**src/rtl/mii_xmit.sv**
```systemverilog
// MII transmit framer: wraps a byte-stream Ethernet frame (DA..payload) with
// preamble, SFD, zero pad and CRC-32 FCS, drives it out as nibbles low-first,
// then holds the line idle for the inter-frame gap. All outputs registered.
module mii_xmit #(
  parameter int PREAMBLE_BYTES = 7,
  parameter int MIN_FRAME      = 60,
  parameter int IFG_NIBBLES    = 24
) (
  input  logic       clk,
  input  logic       rst,
  input  logic [7:0] s_data,
  input  logic       s_valid,
  input  logic       s_last,
  output logic       s_ready,
  output logic [3:0] txd,
  output logic       tx_en,
  output logic       tx_er,
  output logic       busy,
  output logic       underrun
);

  typedef enum logic [2:0] {IDLE, PRE, SFD, DATA, PAD, FCS, ABORT, IFG} state_t;

  state_t      state, state_n;
  logic        hi, hi_n;                 // high nibble of the current byte is on txd
  logic [7:0]  nib, nib_n;               // nibble counter for PRE / FCS / IFG
  logic [10:0] cnt, cnt_n;               // bytes sent (data + pad), saturating
  logic [31:0] crc, crc_n;               // running CRC; shifted out during FCS
  logic [7:0]  cur, cur_n;               // byte being transmitted
  logic        cur_last, cur_last_n;
  logic [3:0]  txd_n;
  logic        tx_en_n, tx_er_n, s_ready_n, underrun_n;

  // Reflected CRC-32 (poly 0x04C11DB7) advanced by one byte, LSB first.
  function automatic logic [31:0] crc_byte(input logic [31:0] c, input logic [7:0] b);
    logic [31:0] r;
    r = c ^ {24'h0, b};
    for (int k = 0; k < 8; k++)
      r = r[0] ? ((r >> 1) ^ 32'hEDB88320) : (r >> 1);
    return r;
  endfunction

  // Byte counter increment that sticks at its maximum.
  function automatic logic [10:0] sat_inc(input logic [10:0] v);
    return (v == 11'h7FF) ? v : v + 11'd1;
  endfunction

  // Next-state and next-output decode; outputs describe the coming nibble.
  always_comb begin
    state_n    = state;
    hi_n       = hi;
    nib_n      = nib;
    cnt_n      = cnt;
    crc_n      = crc;
    cur_n      = cur;
    cur_last_n = cur_last;
    txd_n      = 4'h0;
    tx_en_n    = 1'b0;
    tx_er_n    = 1'b0;
    s_ready_n  = 1'b0;
    underrun_n = 1'b0;
    unique case (state)
      IDLE: begin
        if (s_valid) begin
          state_n = PRE;
          nib_n   = 8'd0;
          cnt_n   = 11'd0;
          crc_n   = 32'hFFFFFFFF;
          txd_n   = 4'h5;
          tx_en_n = 1'b1;
        end
      end
      PRE: begin
        txd_n   = 4'h5;
        tx_en_n = 1'b1;
        if (nib >= 8'(2 * PREAMBLE_BYTES - 1)) begin
          state_n = SFD;
          hi_n    = 1'b0;
        end else begin
          nib_n = nib + 8'd1;
        end
      end
      SFD, DATA, PAD: begin
        tx_en_n = 1'b1;
        if (!hi) begin
          // Second nibble of the byte; fetch the next byte while it is on the wire.
          hi_n = 1'b1;
          if (state == SFD) begin
            txd_n     = 4'hD;
            s_ready_n = 1'b1;
          end else if (state == DATA) begin
            txd_n     = cur[7:4];
            s_ready_n = !cur_last;
          end
        end else if (state == SFD || (state == DATA && !cur_last)) begin
          if (s_valid) begin
            state_n    = DATA;
            hi_n       = 1'b0;
            cur_n      = s_data;
            cur_last_n = s_last;
            txd_n      = s_data[3:0];
            crc_n      = crc_byte(crc, s_data);
            cnt_n      = sat_inc(cnt);
          end else begin
            // Source starved while we were asking for a byte: poison the frame.
            state_n    = ABORT;
            txd_n      = 4'h0;
            tx_er_n    = 1'b1;
            underrun_n = 1'b1;
            s_ready_n  = 1'b1;
          end
        end else if (cnt < 11'(MIN_FRAME)) begin
          state_n = PAD;
          hi_n    = 1'b0;
          txd_n   = 4'h0;
          crc_n   = crc_byte(crc, 8'h00);
          cnt_n   = sat_inc(cnt);
        end else begin
          state_n = FCS;
          nib_n   = 8'd0;
          txd_n   = ~crc[3:0];
          crc_n   = {4'h0, crc[31:4]};
        end
      end
      FCS: begin
        if (nib == 8'd7) begin
          state_n = IFG;
          nib_n   = 8'd0;
        end else begin
          nib_n   = nib + 8'd1;
          tx_en_n = 1'b1;
          txd_n   = ~crc[3:0];
          crc_n   = {4'h0, crc[31:4]};
        end
      end
      ABORT: begin
        // Swallow the rest of the aborted frame up to and including s_last.
        s_ready_n = 1'b1;
        if (s_valid && s_last) begin
          state_n   = IFG;
          nib_n     = 8'd0;
          s_ready_n = 1'b0;
        end
      end
      IFG: begin
        // One gap cycle is spent in IDLE, so IFG itself is one cycle short.
        if (nib >= 8'(IFG_NIBBLES - 2)) state_n = IDLE;
        else                            nib_n   = nib + 8'd1;
      end
      default: state_n = IDLE;
    endcase
  end

  // Control state and registered outputs.
  always_ff @(posedge clk) begin
    if (rst) begin
      state    <= IDLE;
      hi       <= 1'b0;
      nib      <= 8'd0;
      cnt      <= 11'd0;
      crc      <= 32'hFFFFFFFF;
      cur_last <= 1'b0;
      txd      <= 4'h0;
      tx_en    <= 1'b0;
      tx_er    <= 1'b0;
      s_ready  <= 1'b0;
      busy     <= 1'b0;
      underrun <= 1'b0;
    end else begin
      state    <= state_n;
      hi       <= hi_n;
      nib      <= nib_n;
      cnt      <= cnt_n;
      crc      <= crc_n;
      cur_last <= cur_last_n;
      txd      <= txd_n;
      tx_en    <= tx_en_n;
      tx_er    <= tx_er_n;
      s_ready  <= s_ready_n;
      busy     <= (state_n != IDLE);
      underrun <= underrun_n;
    end
  end

  // Current byte holding register (pure data, no reset needed).
  always_ff @(posedge clk) begin
    cur <= cur_n;
  end

endmodule

```
**config.mk**
```make
export PLATFORM = sky130hd
export DESIGN_NAME = mii_xmit
export DESIGN_NICKNAME = d
export VERILOG_FILES = /design/src/rtl/mii_xmit.sv
export SDC_FILE = /design/constraint.sdc
export NUM_CORES = 1
export LEC_CHECK = 0
export ABC_AREA = 0
export CAP_MARGIN = 10
export CORE_MARGIN = 4
export CORE_UTILIZATION = 45
export DETAILED_ROUTE_END_ITERATION = 7
export GPL_TIMING_DRIVEN = 0
export PLACE_DENSITY = 0.72
export SYNTH_ARGS = -nofsm -noshare
export SYNTH_HDL_FRONTEND = slang
export SYNTH_SLANG_ARGS = --single-unit
```
**constraint.sdc**
```tcl
create_clock -name clk -period 2.84 [get_ports clk]
set_clock_uncertainty 0.15 [all_clocks]
set_input_delay 0.568 -clock clk [delete_from_list [all_inputs] [get_ports clk]]
set_output_delay 0.568 -clock clk [all_outputs]
set_load 0.005 [all_outputs]
```
==> out/qor.yml <==
detailed_place_hpwl_um: 12300
placedCellCount: 804
final_util: 0.533
rsz0062_at_grt: "no"
start_util: 0.463
fmax_ghz: 0.353
postSynthCellCount: 646
gp_congestion: 1.02
post_drt_wl_per_cell_um: 21.2
crit_fanout: 10
htree_levels: 3
grt_pass1_wl_um: 27400
ys_ff_latch: 68
diodes: 0
dr_wl_met3_um: 1770
cts-root-buf: "clkbuf_16"
arrival_ns: 2.96
hp-class: "reg2reg"
yosysTopAreaCellShare: 0.241
routed.top_layer: "met4"
met1_length_um: 7250
grt_pass1_vias: 4928
tns_ns: 0
leakage_nw: 2.30
viasPerCell: 6.36
fin_total_pwr_mw: 2.55
period_share: 0.998
clk_latency_ns: 0.35
rrSetupSlack_ns: 0.005
fin_hold_ws_ns: 0.331
synthToLayoutAreaGrowth_pct: 15.1
status: "finished, final reports clean"
die_y_um: 117
die_x_um: 117
grt_use_total: 0.265
antenna_left: 0
cp-start-kind: "flip-flop"
setup_ws_ns: 0.00457
coreArea_um2: 11500
timing.rr.end: "crc[28]"
cts_buffers: 9
overflow: 0
syn-cell-area_um2: 5310
syn_avg_cell_area_um2: 8.22
die_area_um2: 13600
drc: 0
drtIter0Drc: 744
yosysTopAreaCell: "dfxtp_1"
num_vias: 5238
powerDensity_nw_per_um2: 417
drive_gt1_frac: 0.122
ctsHoldBuffers: 0
path_class: "reg2reg"
cap_violations: 0
final_max_slew_viol_count: 0
hp-start: "cnt[5]"
yosysMostFrequentCell: "xnor2_1"
tritoncts: "built"
yosys-top-cells-count: "79 x xnor2_1, 64 x dfxtp_1, 57 x a21oi_1, 57 x nor2_1, 34 x o21ai_0"
setup_viol: 0
yosysWarnings: 0
place_ws_ns: -0.698
holdPathEnd: "cnt[5]"
fin_cells: 823
required_ns: 2.96
ys_seq_area_frac: 0.264
port_buffers: 15
period_needed_ns: 2.84
r2r_cells: 8
synth_edf_count: 4
wl_um: 17500
rows: 39
async_flop_share: 0
peakVddDrop_mv: 0.439
synth.distinct_cells: 72
synthTopCellsByArea: "dfxtp_1 24%, xnor2_1 13%, a21oi_1 5.4%"
grt_max_degree: 13
dpl_cell_area_um2: 5640
max_slew_margin: 0.383
worst_hold_path.num_cells: 2
clk_pin_slew_worst_paths_ns: 0.06
r2r_start: "cnt[8]"
final_nets: 692
synthFlopType: "dfxtp_1"
antenna_found_initial: 0
wl_met2_um: 7700
hold_viol: 0
cts.sinks: 68
tightestPinTransition_ns: 0.918
syn-num-nets: 663
design_area_um2: 6110
clock_path_buffers: 2
cp-end-kind: "flip-flop"
ios: 21
drtPass1Iterations: 6
[how the worst max path moves through the flow]
stage	from	endpoint	slack [ns]	cells past startpoint
after detailed placement	s_data[5]	crc[19]	-0.70	7
after floorplan	s_data[3]	crc[19]	0.31	7
final	cnt[8]	crc[28]	0.005	8
after global routing	state[2]	crc[25]	0.00004	9
after CTS	s_data[4]	crc[23]	0.01	8
after global placement	s_data[5]	crc[19]	-0.66	7
[worst max-delay path: stages, from the launching register on]
cell and delay [ns]:
dfxtp_1 0.35, or4_4 0.55, a211oi_4 0.33, buf_4 0.27, nand2_1 0.26, buf_2 0.31, o22ai_1 0.25, a21oi_1 0.13
a21oi_1 0.17
[metal layers]
| layer | global-route usage | up-vias |
|---|---|---|
| met5 | 0 | - |
| met4 | 0.137 | 0 |
| met3 | 0.0487 | 63 |
| met2 | 0.407 | 334 |
| met1 | 0.354 | 2465 |
| li1 | - | 2376 |
[power by group]
group | total (mW) | internal [mW] | switching [mW]
clock | 1.21 | 0.765 | 0.446
sequential | 0.978 | 0.971 | 0.00704
combinational | 0.361 | 0.160 | 0.201
[state kept, by name, summed over array words and instances, names as in the netlist]
name and cells:
busy 1, cnt 11, crc 32, cur 4
cur_last 1, hi 1, nib 8, s_ready 1
state 3, tx_en 1, txd 4, underrun 1
[final cells by class]
cell class	count	area, um2
Fill cell	1057	5360
Multi-Input combinational cell	515	3730
Sequential cell	68	1400
Buffer	50	249
Clock buffer	9	225
Timing Repair Buffer	20	190
Tap cell	143	179
Clock inverter	7	91.3
Inverter	11	41.3
[cells in the final DEF, fill, tap and decap left out, types with 8 or more instances in the layout]
master,n
buf_4,9
clkbuf_2,10
o21bai_1,12
a21oi_1,54
o21ai_0,33
nand2b_1,8
buf_2,15
clkdlybuf4s50_1,14
dfxtp_1,64
xnor2_1,76
nand3_1,21
o22ai_1,8
clkbuf_16,9
a221oi_1,8
clkbuf_1,16
inv_1,11
xor2_1,29
nor2_1,57
a211oi_1,9
nand2_1,33
nor3_1,11
[repair_timing]
| action | CTS | global route |
|---|---|---|
| buffers inserted | 0 | 5 |
| endpoints found under the setup margin | 23 | 38 |
| cloned | 0 | 0 |
| gates resized for setup | 13 | 27 |
| pin swaps | 0 | 3 |
[logic make-up after synthesis]
group | Yosys count | synth area share
AO/OA/AOI/OAI | 191 | 0.238
AND/OR/NAND/NOR | 186 | 0.177
XOR/XNOR | 125 | 0.243
flip-flops | 68 | 0.264
buffers and inverters | 63 | 0.0516
multiplexers | 8 | 0.0153
adder cells (fa/ha/maj) | 5 | 0.0118
Note: power is estimated with default switching activity, not from simulation.
